--- src/rtl/gerenciador_es_fila.sv ---
// Switch/display I/O manager for the DE2-115 board.
// Debounces the switch bank into a capture register and queues processor
// writes to the 7-segment display, holding each shown value for a minimum
// number of cycles so that back-to-back writes remain readable.
module gerenciador_es_fila #(
  parameter int unsigned       DATA_W  = 32,
  parameter int unsigned       SW_W    = 16,        // SW_W <= DATA_W
  parameter int unsigned       DEPTH   = 4,         // power of 2, >= 2
  parameter int unsigned       HOLD    = 50000000,
  parameter int unsigned       DEB     = 1000000,   // >= 1
  parameter logic [DATA_W-1:0] RST_VAL = DATA_W'(170)
) (
  input  logic              clk,
  input  logic              reset,
  input  logic [DATA_W-1:0] dado,
  input  logic              RegToDisp,
  input  logic              SwToReg,
  input  logic [SW_W-1:0]   switches,
  output logic [DATA_W-1:0] stdout,
  output logic [DATA_W-1:0] dado_sw32,
  output logic              sw_new,
  output logic              disp_full,
  output logic              disp_ovf
);

  localparam int unsigned PTR_W  = (DEPTH > 1) ? $clog2(DEPTH) : 1;
  localparam int unsigned CNT_W  = $clog2(DEPTH + 1);
  localparam int unsigned HCNT_W = (HOLD > 1) ? $clog2(HOLD) : 1;
  localparam int unsigned DCNT_W = (DEB > 1) ? $clog2(DEB) : 1;

  localparam logic [CNT_W-1:0]  DEPTH_C   = CNT_W'(DEPTH);
  localparam logic [HCNT_W-1:0] HOLD_LAST = HCNT_W'(HOLD - 1);
  localparam logic [DCNT_W-1:0] DEB_LAST  = DCNT_W'(DEB - 1);

  typedef enum logic [0:0] {
    ST_IDLE,
    ST_HOLD
  } disp_state_e;

  // ---------------------------------------------------------------------
  // Switch path state
  // ---------------------------------------------------------------------
  logic [SW_W-1:0]   sync1_q, sync1_d;
  logic [SW_W-1:0]   sync2_q, sync2_d;
  logic [SW_W-1:0]   cand_q, cand_d;
  logic [DCNT_W-1:0] dcnt_q, dcnt_d;
  logic [SW_W-1:0]   deb_q, deb_d;
  logic              sw_new_q, sw_new_d;
  logic [DATA_W-1:0] dado_sw32_q, dado_sw32_d;

  // ---------------------------------------------------------------------
  // Display FIFO and hold state
  // ---------------------------------------------------------------------
  logic [DATA_W-1:0] mem_q [DEPTH];
  logic [DATA_W-1:0] mem_d [DEPTH];
  logic [PTR_W-1:0]  wr_ptr_q, wr_ptr_d;
  logic [PTR_W-1:0]  rd_ptr_q, rd_ptr_d;
  logic [CNT_W-1:0]  count_q, count_d;
  logic              ovf_q, ovf_d;
  disp_state_e       state_q, state_d;
  logic [HCNT_W-1:0] hcnt_q, hcnt_d;
  logic [DATA_W-1:0] stdout_q, stdout_d;

  logic fifo_full;
  logic push_ok;
  logic pop;

  assign fifo_full = (count_q == DEPTH_C);
  assign push_ok   = RegToDisp && !fifo_full;

  // Synchroniser, debounce and capture next-state
  always_comb begin
    sync1_d     = switches;
    sync2_d     = sync1_q;
    cand_d      = cand_q;
    dcnt_d      = dcnt_q;
    deb_d       = deb_q;
    sw_new_d    = sw_new_q;
    dado_sw32_d = dado_sw32_q;

    // Capture uses the registered deb, so a same-cycle update is not seen
    // here; the clear is written first so a simultaneous set wins below.
    if (SwToReg) begin
      dado_sw32_d = DATA_W'(deb_q);
      sw_new_d    = 1'b0;
    end

    if (sync2_q != cand_q) begin
      cand_d = sync2_q;
      dcnt_d = '0;
    end else if ((dcnt_q == DEB_LAST) && (cand_q != deb_q)) begin
      deb_d    = cand_q;
      sw_new_d = 1'b1;
    end else if (dcnt_q < DEB_LAST) begin
      dcnt_d = dcnt_q + DCNT_W'(1);
    end
  end

  // Switch path registers
  always_ff @(posedge clk) begin
    if (reset) begin
      sync1_q     <= '0;
      sync2_q     <= '0;
      cand_q      <= '0;
      dcnt_q      <= '0;
      deb_q       <= '0;
      sw_new_q    <= 1'b0;
      dado_sw32_q <= '0;
    end else begin
      sync1_q     <= sync1_d;
      sync2_q     <= sync2_d;
      cand_q      <= cand_d;
      dcnt_q      <= dcnt_d;
      deb_q       <= deb_d;
      sw_new_q    <= sw_new_d;
      dado_sw32_q <= dado_sw32_d;
    end
  end

  // Display state machine: pop the head into stdout and enforce the hold time
  always_comb begin
    pop      = 1'b0;
    state_d  = state_q;
    hcnt_d   = hcnt_q;
    stdout_d = stdout_q;

    case (state_q)
      ST_IDLE: begin
        if (count_q != '0) begin
          pop      = 1'b1;
          stdout_d = mem_q[rd_ptr_q];
          hcnt_d   = '0;
          state_d  = ST_HOLD;
        end
      end
      ST_HOLD: begin
        if (hcnt_q == HOLD_LAST) begin
          if (count_q != '0) begin
            pop      = 1'b1;
            stdout_d = mem_q[rd_ptr_q];
            hcnt_d   = '0;
          end else begin
            hcnt_d  = '0;
            state_d = ST_IDLE;
          end
        end else begin
          hcnt_d = hcnt_q + HCNT_W'(1);
        end
      end
      default: begin
        hcnt_d  = '0;
        state_d = ST_IDLE;
      end
    endcase
  end

  // FIFO storage, pointers, occupancy and sticky overflow
  always_comb begin
    mem_d    = mem_q;
    wr_ptr_d = wr_ptr_q;
    rd_ptr_d = rd_ptr_q;
    count_d  = count_q;
    // A push into a full FIFO is dropped even if a pop frees a slot this cycle.
    ovf_d    = ovf_q | (RegToDisp && fifo_full);

    if (push_ok) begin
      mem_d[wr_ptr_q] = dado;
      wr_ptr_d        = wr_ptr_q + PTR_W'(1);
    end
    if (pop) begin
      rd_ptr_d = rd_ptr_q + PTR_W'(1);
    end

    case ({push_ok, pop})
      2'b10:   count_d = count_q + CNT_W'(1);
      2'b01:   count_d = count_q - CNT_W'(1);
      default: count_d = count_q;
    endcase
  end

  // FIFO data array; contents are don't-care while the count says empty
  always_ff @(posedge clk) begin
    mem_q <= mem_d;
  end

  // FIFO control and display registers
  always_ff @(posedge clk) begin
    if (reset) begin
      wr_ptr_q <= '0;
      rd_ptr_q <= '0;
      count_q  <= '0;
      ovf_q    <= 1'b0;
      state_q  <= ST_IDLE;
      hcnt_q   <= '0;
      stdout_q <= RST_VAL;
    end else begin
      wr_ptr_q <= wr_ptr_d;
      rd_ptr_q <= rd_ptr_d;
      count_q  <= count_d;
      ovf_q    <= ovf_d;
      state_q  <= state_d;
      hcnt_q   <= hcnt_d;
      stdout_q <= stdout_d;
    end
  end

  assign stdout    = stdout_q;
  assign dado_sw32 = dado_sw32_q;
  assign sw_new    = sw_new_q;
  assign disp_full = fifo_full;
  assign disp_ovf  = ovf_q;

endmodule
--- config.mk ---
export PLATFORM = sky130hd
export DESIGN_NAME = gerenciador_es_fila
export DESIGN_NICKNAME = d
export VERILOG_FILES = /design/src/rtl/gerenciador_es_fila.sv
export SDC_FILE = /design/constraint.sdc
export NUM_CORES = 1
export LEC_CHECK = 0
export CAP_MARGIN = 40
export CORE_UTILIZATION = 44
export CTS_BUF_LIST = sky130_fd_sc_hd__clkbuf_8 sky130_fd_sc_hd__clkbuf_16
export DETAILED_ROUTE_END_ITERATION = 10
export PLACE_DENSITY_LB_ADDON = 0.05
export SETUP_SLACK_MARGIN = 0.15
export SLEW_MARGIN = 20
export SYNTH_ARGS = -nofsm -noshare
export SYNTH_HDL_FRONTEND = slang
export SYNTH_SLANG_ARGS = --single-unit
--- constraint.sdc ---
create_clock -name clk -period 7.93 [get_ports clk]
set_input_delay 0.793 -clock clk [delete_from_list [all_inputs] [get_ports clk]]
set_output_delay 0.793 -clock clk [all_outputs]
set_load 0.01 [all_outputs]
==> results.yml, run 1 <==
status:
  status: "complete, no violations"
clocking:
  cts_buffers: 31
  cts-root-buf: "clkbuf_16"
  clk_pin_slew_ns: 0.06
  cts_tree: "built"
  hold_buffers: 0
  clock-sinks: 296
  htreeDepth: 1
  cts_resized: 0
  clockBufferDepth: 3
  clock_latency_ns: 0.56
  post_cts_buffers: 0
yosys:
  synth.yosys.seq_area_share_pct: 61.6
  synthCells: 957
  synth.avg_cell_area_sq_um: 12.2
  synth.distinct_cells: 55
  synth_compound_area_share_pct: 9.04
  synth_edf_count: 128
  yosysWarnings: 0
  synthAdderAreaFrac_pct: 0.919
  synth_top_family_by_area: "simple AND/OR/NAND/NOR gates"
  yosys.area.top_type: "edfxtp_1"
  synth_flop_cell: "dfxtp_1"
  ys_ff_latch: 296
  synth_area_leaders: "edfxtp_1 (33%), dfxtp_1 (29%), mux4_2 (6.2%), a21oi_1 (3.5%), xor2_1 (2.8%)"
  async_reset_ff_share_pct: 0
  netlist_area_sq_mm: 0.0117
  synthXorXnorAreaFrac_pct: 3.22
  synth_top_area_share_pct: 32.8
  yosys.area_share.simple_pct: 13.8
  synth_mux_area_share_pct: 7.78
critical_path:
  crit_path_start_kind: "flop"
  crit_type: "reg -> reg"
  reg2regPathDepth: 13
  r2r_end: "count_q[2]$_SDFFE_PP0P_"
  cp.required_ns: 8.42
  rrSetupSlack_ns: 4.47
  crit_path_top_delay_cell: "nor4_2"
  r2r_start: "hcnt_q[0]$_SDFFE_PP0P_"
  cp_top_family: "simple AND/OR/NAND/NOR gates"
  critical_path.max_stage_delay_ns: 0.51
  critPathCaptureType: "flop"
  cp_cell_sequence: "ha_1, nand3_1, nor4_2, a21o_1, buf_4, nand2_1, inv_1, ha_1, inv_1, fa_1, xor2_1, or3_1, a21oi_1"
  worstPathArrival_ns: 3.95
  path_buf_inv: 3
  cp_max_fo: 33
worst_hold_path:
  min_path_cells: 1
  hold_path_end: "sync2_q[2]$_SDFF_PP0_"
  hold_path.startpoint: "sync1_q[2]$_SDFF_PP0_"
  hold_class: "reg -> reg"
timing:
  min_period_ns: 3.46
  finalClockSkew_ns: 0.0110
  setup_tns_ns: 0
  fin_crit_sh_pct: 43.6
  setup_slack_ns: 4.47
  max_freq_mhz: 289
  finalHoldViolations: 0
  drv_slew: 0
  grt_setup_unrepaired: "false"
  finalSetupViolations: 0
  worst_slew_pin_slew_ns: 0.837
  relSlewSlack_pct: 44.0
job:
  cap_violations: 0
routing:
  dr.pass1.iters: 5
  wl_um: 23800
  drc: 0
  routedWlPerCell_um: 16.9
  vias: 7627
  dr.first_iter.drc_count: 518
  ant_nets: 0
  vias_per_cell: 5.42
floorplan:
  die_w_um: 165
  core_sq_mm: 0.0261
  fp-row-count: 59
  ios: 119
  start_util_pct: 44.9
  die_area_sq_mm: 0.0273
  die_h_um: 165
placement:
  place_hpwl_um: 14600
  port_buffers: 102
  place.gp.congestion: 0.784
  place_ws_ns: 4.46
grt:
  grt_pass1_vias: 7171
  antenna_found_initial: 0
  grt_pass1_wl_um: 37900
  track_usage_pct: 17.6
  grt_max_degree: 55
  overflow: 0
final_layout:
  layout.nets: 1107
  area_delta_synth_final_pct: 21.2
  fin_util_pct: 54.5
  drive_above_1_share_pct: 10.5
power:
  ir_drop_mv: 0.228
  leakage_nw: 4.96
  power.density_mw_per_mm2: 318
[how the worst max path moves through the flow]
| stage | start | end | slack (ns) | depth (start not counted) |
|---|---|---|---|---|
| floorplan | hcnt_q[0]$_SDFFE_PP0P_ | count_q[2]$_SDFFE_PP0P_ | 5.25 | 12 |
| global placement | hcnt_q[0]$_SDFFE_PP0P_ | count_q[2]$_SDFFE_PP0P_ | 4.55 | 13 |
| detailed placement | hcnt_q[0]$_SDFFE_PP0P_ | count_q[2]$_SDFFE_PP0P_ | 4.46 | 13 |
| CTS | hcnt_q[0]$_SDFFE_PP0P_ | count_q[2]$_SDFFE_PP0P_ | 4.44 | 13 |
| global route | hcnt_q[0]$_SDFFE_PP0P_ | count_q[2]$_SDFFE_PP0P_ | 4.10 | 13 |
| finish | hcnt_q[0]$_SDFFE_PP0P_ | count_q[2]$_SDFFE_PP0P_ | 4.47 | 13 |
[stage by stage]
stage | std cells | area [sq um] | hold WS (ns) | power (mW)
3_5_place_dp | 1347 | 13000 | 0.422 | 2.94
4_1_cts | 1405 | 14200 | 0.436 | 4.58
6_report | 1408 | 14200 | 0.432 | 4.52
2_1_floorplan | 972 | 11800 | 0.414 | 2.53
3_3_place_gp | 1345 | 12900 | 0.420 | 2.93
5_1_grt | 1407 | 14200 | 0.451 | 4.74
[metal layers]
layer,routed length [um],GRT usage [%],vias to the layer above
met5,0,0,-
met1,10600,23.0,3714
li1,-,-,3731
met4,460,4.38,0
met3,945,2.82,39
met2,11800,30.5,143
[registers in the layout (all words and copies together), names as in the netlist, 16 cells and up]
signal     cells
sync2_q       16
dcnt_q        20
dado_sw32     16
mem_q        128
hcnt_q        26
deb_q         16
sync1_q       16
stdout        32
cand_q        16
[logic make-up after synthesis]
logic type / Yosys count
muxes: 51
other: 1
and+or+nand+nor: 285
buffers and inverters: 92
adders and majority gates: 8
AOI/OAI and AO/OA: 181
xor gates and xnor gates: 43
DFF: 296
[worst register-to-register path, cell delays in order (launching register included)]
cell	delay, ns
dfxtp_1	0.36
ha_1	0.18
nand3_1	0.22
nor4_2	0.51
a21o_1	0.18
buf_4	0.40
nand2_1	0.25
inv_1	0.10
ha_1	0.17
inv_1	0.06
fa_1	0.37
xor2_1	0.16
or3_1	0.30
a21oi_1	0.13
[synthesized netlist by cell type, drive strengths merged, types with 7 or more instances]
cell type and number:
inv 15, clkbuf 45, nor2b 50, and3 7, nand3 50, dfxtp 168
nand2 17, and4 8, or4 11, o31ai 26, ha 7, mux2i 19
edfxtp 128, a21oi 82, buf 32, nand4 33, nor2 52, or3 12
o21ai 42, xor2 38, a31oi 9, nor4 21, and2 7, mux4 32
[placed cells by master, fill, tap and decap left out, types with 8 or more instances in the layout]
cell / count
a21oi_1: 81
or4_1: 10
nand4_1: 33
conb_1: 16
dfxtp_1: 167
nor2b_1: 50
edfxtp_1: 128
or3_1: 12
inv_1: 17
xor2_1: 38
bufinv_16: 8
o31ai_1: 26
nor4_1: 18
mux2i_1: 19
o21ai_0: 42
nand2_1: 17
nand3_1: 50
clkdlybuf4s50_1: 101
clkbuf_16: 31
nor2_1: 52
mux4_2: 32
and4_1: 8
buf_4: 14
a31oi_1: 9
[cell type report]
| cell class | instances | area [sq um] |
|---|---|---|
| fillers | 2242 | 11900 |
| flip-flops and latches | 296 | 7210 |
| multi-input cells | 584 | 4150 |
| repair buffers | 119 | 1170 |
| clock buffers | 38 | 872 |
| well taps | 335 | 419 |
| clock inverters | 20 | 319 |
| inverters | 15 | 56.3 |
| diodes | 1 | 2.50 |
[power breakdown]
group	switching [mW]	leakage, nW	internal [mW]
logic	0.581	1.83	0.437
clock network	0.592	0.589	1.04
registers	0.0914	2.54	1.78
Note: power is estimated with default switching activity, not from simulation.
==> inputs of run 2 (changes only) <==
==> constraint.sdc (replaced) <==
create_clock -name clk -period 2.9 [get_ports clk]
set_input_delay 0.29 -clock clk [delete_from_list [all_inputs] [get_ports clk]]
set_output_delay 0.29 -clock clk [all_outputs]
set_load 0.01 [all_outputs]
==> results.yml, run 2 (same netlist as run 1, synthesis figures left out) <==
status:
  status: "complete, no violations"
clocking:
  clk_pin_slew_ns: 0.06
  clockBufferDepth: 3
  cts_tree: "built"
  cts-root-buf: "clkbuf_16"
  clock-sinks: 296
  clock_latency_ns: 0.57
  htreeDepth: 1
  cts_buffers: 31
  hold_buffers: 0
power:
  leakage_nw: 4.94
  power.density_mw_per_mm2: 836
  ir_drop_mv: 0.586
placement:
  place_hpwl_um: 14900
  place.gp.congestion: 0.766
  place_ws_ns: 0.218
  port_buffers: 102
  placed_cell_area_sq_mm: 0.0131
grt:
  antenna_found_initial: 1
  grt_pass1_wl_um: 38500
  overflow: 0
  grt_pass1_vias: 7147
  grt_max_degree: 67
  track_usage_pct: 18.0
worst_hold_path:
  hold_class: "in -> reg"
timing:
  setup_slack_ns: 0.303
  max_freq_mhz: 385
  drv_slew: 0
  finalSetupViolations: 0
  grt_setup_unrepaired: "false"
  finalHoldViolations: 0
  relSlewSlack_pct: 45.1
  min_period_ns: 2.60
  fin_crit_sh_pct: 89.6
  setup_tns_ns: 0
  finalClockSkew_ns: 0.0232
  worst_slew_pin_slew_ns: 0.824
critical_path:
  cp_cell_sequence: "nor4bb_1, and4_2, a21o_1, nand2_1, inv_1, ha_1, inv_1, fa_1, xor2_1, or3_1, a21oi_1"
  crit_type: "reg -> reg"
  crit_path_top_delay_cell: "dfxtp_2"
  cp_top_family: "simple AND/OR/NAND/NOR gates"
  critPathCaptureType: "flop"
  cp_max_fo: 7
  worstPathArrival_ns: 3.09
  path_common_cell: "inv_1"
  path_buf_inv: 2
  cp.required_ns: 3.39
  critical_path.max_stage_delay_ns: 0.37
  crit_path_start_kind: "flop"
routing:
  routedWlPerCell_um: 17.0
  dr.first_iter.drc_count: 465
  ant_nets: 0
  dr.pass1.iters: 5
  drc: 0
  vias: 7524
  wl_um: 24000
  vias_per_cell: 5.31
floorplan:
  ios: 119
  die_h_um: 165
  die_w_um: 165
  fp-row-count: 59
  start_util_pct: 44.9
  die_area_sq_mm: 0.0273
  core_sq_mm: 0.0261
final_layout:
  area_delta_synth_final_pct: 20.3
  finalInstanceArea_sq_mm: 0.0141
  drive_above_1_share_pct: 11.4
  largest_reg_flops: 128
  layout_common_cells: "dfxtp_1 (166), edfxtp_1 (128), clkdlybuf4s50_1 (101)"
  top_register: "mem_q"
  insertedDiodeCount: 0
  layout.nets: 1120
  layout_commonest_cell: "dfxtp_1"
job:
  cap_violations: 0
==> run 2: changes by cell type in the layout (fill, tap and decap cells not counted), moves of 2 or more <==
| cell | change |
|---|---|
| buf_4 | +14 |
| bufinv_16 | -7 |
| clkbuf_8 | -2 |
| clkinv_2 | +5 |
| inv_1 | +2 |
==> run 2: routing by layer <==
metal	global-route usage, %	wire length [um]	share of wire [%]	up-vias
met3	3.40	1040	4.3	33
li1	-	-	-	3746
met5	0	0	0	-
met1	23.5	10800	45	3616
met2	30.7	11800	49	129
met4	4.46	453	1.9	0
==> run 2: layout make-up <==
cell class / instances / area, sq um
fill: 2256 / 12000
clock buffer: 36 / 845
inverter: 15 / 56.3
tap: 335 / 419
multi-input combinational: 584 / 4160
sequential: 296 / 7210
timing repair buffer: 132 / 1270
clock inverter: 19 / 129
==> run 2: through the flow <==
step	cells	power (mW)	util (%)	hold slack, ns
floorplan	972	6.92	-	0.389
global placement	1361	8.14	50.2	0.421
detailed placement	1362	8.17	50.3	0.420
CTS	1417	11.9	54.0	0.0673
global route	1417	12.4	54.1	0.0730
finish	1417	11.8	54.1	0.0826
==> run 2: worst register-to-register path: stages (launching register included) <==
cell and delay, ns:
dfxtp_2 0.37, nor4bb_1 0.26, and4_2 0.32, a21o_1 0.14, nand2_1 0.15, inv_1 0.10, ha_1 0.17, inv_1 0.06
fa_1 0.37, xor2_1 0.16, or3_1 0.30, a21oi_1 0.14
==> run 2: where the power goes <==
group	switching [mW]	total, mW	internal, mW
Sequential	0.279	5.14	4.86
Combinational	1.60	2.89	1.29
Clock	1.59	3.74	2.15
Total	3.47	11.8	8.30
==> run 2: path summary, 6_finish.rpt <==
path              slack, ns  depth (start not counted)                 endpoint                     from
setup / recovery       0.30                         11  count_q[2]$_SDFFE_PP0P_  hcnt_q[17]$_SDFFE_PP0P_
hold reg to reg        0.43                          1    sync2_q[1]$_SDFF_PP0_    sync1_q[1]$_SDFF_PP0_
setup reg to reg       0.30                         11  count_q[2]$_SDFFE_PP0P_  hcnt_q[17]$_SDFFE_PP0P_
hold / removal         0.08                          2  stdout[28]$_SDFFE_PP0P_                    reset
==> run 2: timing repair <==
| action | 4_1_cts | 5_1_grt |
|---|---|---|
| setup endpoints to repair | 0 | 1 |
| setup buffers | 0 | 0 |
| gates resized for setup | 0 | 3 |
| endpoints found under the hold margin | 0 | 0 |
